$ cat src/rtl/byte_rr_scheduler.sv
// Round-robin scheduler sharing one 8-bit phy_tx byte lane between four valid/ready/last
// requesters; one grant at a time, held for a packet or up to MAX_BURST bytes.
module byte_rr_scheduler #(
  parameter int unsigned MAX_BURST = 4
) (
  input  logic       clk,
  input  logic       reset,
  input  logic       enable,
  input  logic [7:0] data_in0,
  input  logic [7:0] data_in1,
  input  logic [7:0] data_in2,
  input  logic [7:0] data_in3,
  input  logic       valid_in0,
  input  logic       valid_in1,
  input  logic       valid_in2,
  input  logic       valid_in3,
  input  logic       last_in0,
  input  logic       last_in1,
  input  logic       last_in2,
  input  logic       last_in3,
  output logic       ready_out0,
  output logic       ready_out1,
  output logic       ready_out2,
  output logic       ready_out3,
  output logic [7:0] data_out,
  output logic       valid_out,
  output logic       last_out,
  output logic [1:0] grant,
  output logic       busy
);

  typedef enum logic {StIdle, StGrant} state_e;

  localparam logic [7:0] BurstLast = 8'(MAX_BURST - 1);

  state_e     state_q, state_d;
  logic [1:0] grant_d, rr_ptr_q, rr_ptr_d, winner;
  logic [7:0] burst_cnt_q, burst_cnt_d, data_d;
  logic       valid_d, last_d, xfer;
  logic [3:0] vin, lin, ready;
  logic [7:0] din [4];

  assign vin    = {valid_in3, valid_in2, valid_in1, valid_in0};
  assign lin    = {last_in3, last_in2, last_in1, last_in0};
  assign din[0] = data_in0;
  assign din[1] = data_in1;
  assign din[2] = data_in2;
  assign din[3] = data_in3;

  // Scan from the farthest offset down so the closest valid requester to rr_ptr wins.
  always_comb begin
    winner = rr_ptr_q;
    for (int i = 3; i >= 0; i--) begin
      if (vin[rr_ptr_q + 2'(i)]) winner = rr_ptr_q + 2'(i);
    end
  end

  always_comb begin
    ready = '0;
    if (state_q == StGrant) ready[grant] = vin[grant];
  end

  assign ready_out0 = ready[0];
  assign ready_out1 = ready[1];
  assign ready_out2 = ready[2];
  assign ready_out3 = ready[3];
  assign busy       = (state_q == StGrant);
  assign xfer       = ready[grant];

  always_comb begin
    state_d     = state_q;
    grant_d     = grant;
    rr_ptr_d    = rr_ptr_q;
    burst_cnt_d = burst_cnt_q;
    data_d      = 8'd0;
    valid_d     = 1'b0;
    last_d      = 1'b0;
    unique case (state_q)
      StIdle: begin
        if (enable && (vin != 4'd0)) begin
          grant_d     = winner;
          burst_cnt_d = 8'd0;
          state_d     = StGrant;
        end
      end
      StGrant: begin
        if (xfer) begin
          data_d      = din[grant];
          valid_d     = 1'b1;
          last_d      = lin[grant];
          burst_cnt_d = burst_cnt_q + 8'd1;
          // Truncation releases without forcing last; the requester resumes later.
          if (lin[grant] || (burst_cnt_q == BurstLast)) begin
            state_d  = StIdle;
            rr_ptr_d = grant + 2'd1;
          end
        end else begin
          state_d  = StIdle;
          rr_ptr_d = grant + 2'd1;
        end
      end
      default: state_d = StIdle;
    endcase
  end

  always_ff @(posedge clk or posedge reset) begin
    if (reset) begin
      state_q     <= StIdle;
      grant       <= 2'd0;
      rr_ptr_q    <= 2'd0;
      burst_cnt_q <= 8'd0;
      data_out    <= 8'd0;
      valid_out   <= 1'b0;
      last_out    <= 1'b0;
    end else begin
      state_q     <= state_d;
      grant       <= grant_d;
      rr_ptr_q    <= rr_ptr_d;
      burst_cnt_q <= burst_cnt_d;
      data_out    <= data_d;
      valid_out   <= valid_d;
      last_out    <= last_d;
    end
  end

endmodule

$ cat config.mk
export PLATFORM = sky130hd
export DESIGN_NAME = byte_rr_scheduler
export DESIGN_NICKNAME = d
export VERILOG_FILES = /design/src/rtl/byte_rr_scheduler.sv
export SDC_FILE = /design/constraint.sdc
export NUM_CORES = 1
export LEC_CHECK = 0
export CAP_MARGIN = 20
export CORE_UTILIZATION = 40
export CTS_CLUSTER_SIZE = 14
export DETAILED_ROUTE_END_ITERATION = 7
export PLACE_DENSITY = 0.81
export SKIP_LAST_GASP = 1
export SLEW_MARGIN = 20
export SYNTH_ARGS = -nofsm -noshare
export SYNTH_HDL_FRONTEND = slang
export SYNTH_SLANG_ARGS = --single-unit
$ cat constraint.sdc
create_clock -name clk -period 3.2 [get_ports clk]
set_clock_uncertainty 0.1 [all_clocks]
set_input_delay 0.64 -clock clk [delete_from_list [all_inputs] [get_ports clk]]
set_output_delay 0.64 -clock clk [all_outputs]
set_load 0.005 [all_outputs]
-- Word-level counts from Yosys, hierarchy flattened
Index checks and enable logic that the tools add are counted.
- word-level logic and storage cells: 72
- flip-flop bits (word level): 23
- output and inout port bits: 17
- add/sub/neg operators: 5
- reduce and logical (&&, ||, !) cells: 7
- bitwise logic cells: 3
- order comparisons: 7
- muxes and demuxes: 39
- equality and inequality tests: 4
- operator list (kind ; count):
    2-to-1 mux 8 bit ; 6
    binary-select mux 8 bit (select 2 bit) ; 1
    one-hot mux 8 bit (2 select lines) ; 1
    < comparator 2 x 3 -> 1 bit, second input constant ; 5
    2-to-1 mux 1 bit ; 15
    binary-select mux 1 bit (select 2 bit) ; 7
    2-to-1 mux 2 bit ; 6
    adder 8 x 1 -> 8 bit, second input constant ; 1
    == test 8 x 2 -> 1 bit, second input constant ; 1
    AND reduction 2 bit ; 3
    adder 2 x 1 -> 2 bit, second input constant ; 2
    adder 2 bit, second input constant ; 2
    bitwise AND 4 bit ; 1
    2-to-1 mux 4 bit ; 1
    != test 2 x 1 -> 1 bit, second input constant ; 2
    nonzero test 4 bit ; 1
    greater-or-equal comparator 3 bit, second input constant ; 1
    inverter 2 -> 3 bit ; 1
    demux 1 bit (select 2 bit) ; 1
    greater-or-equal comparator 2 x 1 -> 1 bit, second input constant ; 1
    logical AND 1 bit ; 2
    != test 2 bit, second input constant ; 1
    one-hot mux 1 bit (2 select lines) ; 1
    logical OR 1 bit ; 1
    inverter 1 bit ; 1

-- Longest topological paths before layout
- word-level depth: 10
- mapped depth: 8
- mapped depth without buffers: 6

-- Least setup slack after synthesis
OpenSTA, ideal clock, no wires.
- path type: reg-to-reg
- start point: reg grant[0]
- end point: reg rr_ptr_q[1]
- required time: 2.975 ns
- buffers on the path: 2
- cell stages (with the launch flop): 8
- arrival time: 2.199 ns
- setup time: 0.125 ns
- path slack: 0.776 ns
- cells stage by stage: dfrtp_1 > buf_6 > buf_2 > inv_1 > ha_1 > mux4_2 > a31oi_2 > mux2_4
- cells in the longest elaborated chain, start to end: 10
- elaborated cells on any way between the ends: 19
- ends and longest elaborated chain (item ; line ; source):
    start, declared ; 28 ; output logic [1:0] grant,
    start signal, assigned ; 117 ; grant <= grant_d;
    < comparator 2 x 3 -> 1 bit (not written as such) or greater-or-equal comparator 2 x 1 -> 1 bit (tied branches) ; 60 ; if (state_q == StGrant) ready[grant] = vin[grant];
    logical AND 1 bit (not written as such) ; 60 ;
    2-to-1 mux 1 bit (not written as such) ; 60 ;
    demux 1 bit (select 2 bit) ; 60 ;
    bitwise AND 4 bit (no source line) ; - ;
    2-to-1 mux 4 bit ; 60 ;
    binary-select mux 1 bit (select 2 bit) ; 68 ; assign xfer = ready[grant];
    2-to-1 mux 1 bit (not written as such) ; 68 ;
    != test 2 x 1 -> 1 bit (no source line) ; - ;
    AND reduction 2 bit (no source line) ; - ;
    end signal, assigned ; 118 ; rr_ptr_q <= rr_ptr_d;
    end, declared ; 37 ; logic [1:0] grant_d, rr_ptr_q, rr_ptr_d, winner;
Parallel ways exist; a longest one is shown, timed or not. The select of a mux whose other input is x is not followed.
A chain may end at the register's enable or synchronous reset.

-- Worst setup path in the final report
- start point: in valid_in3
- end point: out ready_out1
- cells in the longest elaborated chain, start to end: 4
- ends and longest elaborated chain (item ; line ; source):
    start, declared ; 16 ; input logic valid_in3,
    binary-select mux 1 bit (select 2 bit) ; 60 ;
    2-to-1 mux 1 bit (not written as such) ; 60 ;
    bitwise AND 4 bit (no source line) ; - ;
    2-to-1 mux 4 bit ; 60 ;
    end, declared ; 22 ; output logic ready_out1,
Every way passes these cells. The select of a mux whose other input is x is not followed.

==> metrics.txt <==
setup bufs post-CTS 0; fmax 332 MHz; Reg clk slew, reported paths 0.12 ns; Commonest cells post-synth dfrtp_1 (23), and3_1 (10), mux4_2 (10); clk root buf clkbuf_4; routed via count 1321; Worst Setup End Kind output pin; Max FO, Critical Path 6; RSZ-0062 raised after global routing false; vias in the first global route 1385; CP Buf/Inv Count 2; drt wl/cell 16.3 µm; CP startpoint kind primary input; largest net degree at the start of global routing 24; CTS tree done; core area 0.00342 mm²; Die Area 0.00390 mm²; fraction of layout instances using a drive strength above 1 12.0%; Worst Tran Pin Value 0.834 ns; cell with the most instances after synthesis dfrtp_1; Setup-failing EPs final 0; slack of the critical path 0.191 ns; detailed-placement wirelength estimate 3080 µm; clock tree buffer depth 2; Final Non-Filler Cells 238; nets@finish 241; Area Overhead vs Synth 44.9%; Critical Path Stages 5; Area contributors post-synth dfrtp_1 (39%), mux4_2 (15%), and3_1 (4.3%); area of placed instances 0.00209 mm²; Fin. Hold Viols 0; Yosys top cell by area dfrtp_1; max cap viols 0; CP Data Arrival Time 2.27 ns; Total Negative Setup Slacks 0 ns; Routed WL 3870 µm; Pleak 0.000905 µW; Avg Inst Size Synth 11.0 µm²; DRT Pass-1 Iters 4; cell chain of the critical path clkdlybuf4s50_1 > mux2i_1 > o22ai_2 > and2_1 > clkdlybuf4s50_1; IO Port Bufs 59; WHS 0.452 ns; Top cell by count, worst path clkdlybuf4s50_1; CP max stage cell clkdlybuf4s50_1; dpl ws 0.185 ns; top cell family by delay on the critical path buffers and inverters; Post-Place Cells 234; gp weighted congestion 0.905; Worst path max stage delay 0.55 ns; Post-CTS Resized 0; DRT antenna net count 0; Min-Delay Path Class reg2reg; share of the synthesized area in the top cell type 39.3%; Initial Utilization 42.8%; I/O pin total 60; clock sinks 23; Die Ht 62.5 µm; Crit Path Class in2out; first-pass GRT wire length 6460 µm; R2R depth 5; initial antenna violation count 0; R2R setup slack 0.52 ns; All-Layer GR Usage 21.0%; Post-synth EDFFs 0; Hold Path Depth 1; fin crit share 94.0%; DRC viols 0; Worst VDD drop 0.000420 V; slew margin rel. 44.4%; Syn Inst Count 133; status finished, final reports clean; Pwr Density 586 mW/mm²; CP required 2.46 ns; Skew-Pair Late Insertion Delay 0.32 ns; worst r2r dst rr_ptr_q[1]; Syn Nets 181; die outline width 62.5 µm; fin crit period 3.01 ns; FF+latch count, synth 23; Via density 5.55; grt total ovfl 0; post-synthesis sequential area ratio 39.3%; Synthesis Warnings 0; Hold Buf Count CTS 0; FF-to-FF Start grant[1]; CTS Buf Count 3; Max Slew Vio Count 0; hold endpoint burst_cnt_q[0]; # rows 21; Iteration-0 DRC Markers 41; Async SR Flop Fraction 100%; unique cell type count in the Yosys netlist 36; Mapped Area 0.00146 mm²; ys flop type dfrtp_1; H-tree depth 1; hold path start burst_cnt_q[0]; ANT cells 0; design area 0.00212 mm²
## layer usage
| layer | GRT usage, % | wire length, µm | up-vias |
|---|---|---|---|
| met5 | 0 | 0 | - |
| li1 | - | - | 622 |
| met3 | 4.38 | 174 | 10 |
| met1 | 24.6 | 1620 | 645 |
| met4 | 7.27 | 87 | 0 |
| met2 | 37.9 | 1990 | 44 |
## registers in the layout (all words and copies together) (netlist names)
signal       cells
valid_out        1
rr_ptr_q         2
busy             1
burst_cnt_q      8
last_out         1
data_out         8
grant            2
## kinds of logic (layout without fill, tap and decap cells)
kind of cell / Yosys count / after routing / synth area share (%)
AOI/OAI and AO/OA: 26 / 26 / 13.2
adders and majority gates: 5 / 5 / 4.28
DFF: 23 / 23 / 39.3
muxes: 15 / 15 / 19.2
and+or+nand+nor: 47 / 47 / 18.6
xor gates and xnor gates: 1 / 1 / 0.599
buffers and inverters: 16 / 75 / 4.87
## per-stage QoR
stage / utilization [%] / power [µW]
4_1_cts: 62.1 / 1240
5_1_grt: 62.1 / 1320
3_3_place_gp: 61.2 / 1080
6_report: 62.1 / 1240
3_5_place_dp: 61.2 / 1110
2_1_floorplan: - / 867
## worst max-delay path by stage
stage               from     endpoint  slack [ns]
6_report       valid_in3   ready_out1        0.19
5_1_grt        valid_in3   ready_out1        0.06
4_1_cts        valid_in3   ready_out1        0.18
3_5_place_dp   valid_in3   ready_out1        0.18
3_3_place_gp   valid_in3   ready_out0        0.26
2_1_floorplan   grant[0]  rr_ptr_q[1]        0.78
## area by class of cell
cell class / count / area (µm²)
well taps: 46 / 57.6
flip-flops and latches: 23 / 576
inverters: 10 / 37.5
repair buffers: 61 / 606
fillers: 290 / 1300
multi-input cells: 94 / 816
clock buffers: 3 / 22.5
clock inverters: 1 / 5.00
## report_power, final
| group | internal [µW] | switching [µW] | total (µW) |
|---|---|---|---|
| Combinational | 359 | 300 | 659 |
| Clock | 46.8 | 90.4 | 137 |
| Sequential | 346 | 100 | 446 |
## cell usage in the layout, fill, tap and decap left out, drive strengths merged, types with 3 or more instances in the layout
cell type / instances
a21oi: 5
a221o: 3
and2: 4
and3: 10
clkbuf: 3
clkdlybuf4s50: 59
dfrtp: 23
ha: 5
inv: 10
mux2i: 4
mux4: 10
nand2: 9
nand3: 8
nor2b: 4
nor3: 4
nor4b: 3
o21ai: 8
o221ai: 3
Note: power is estimated with default switching activity, not from simulation.
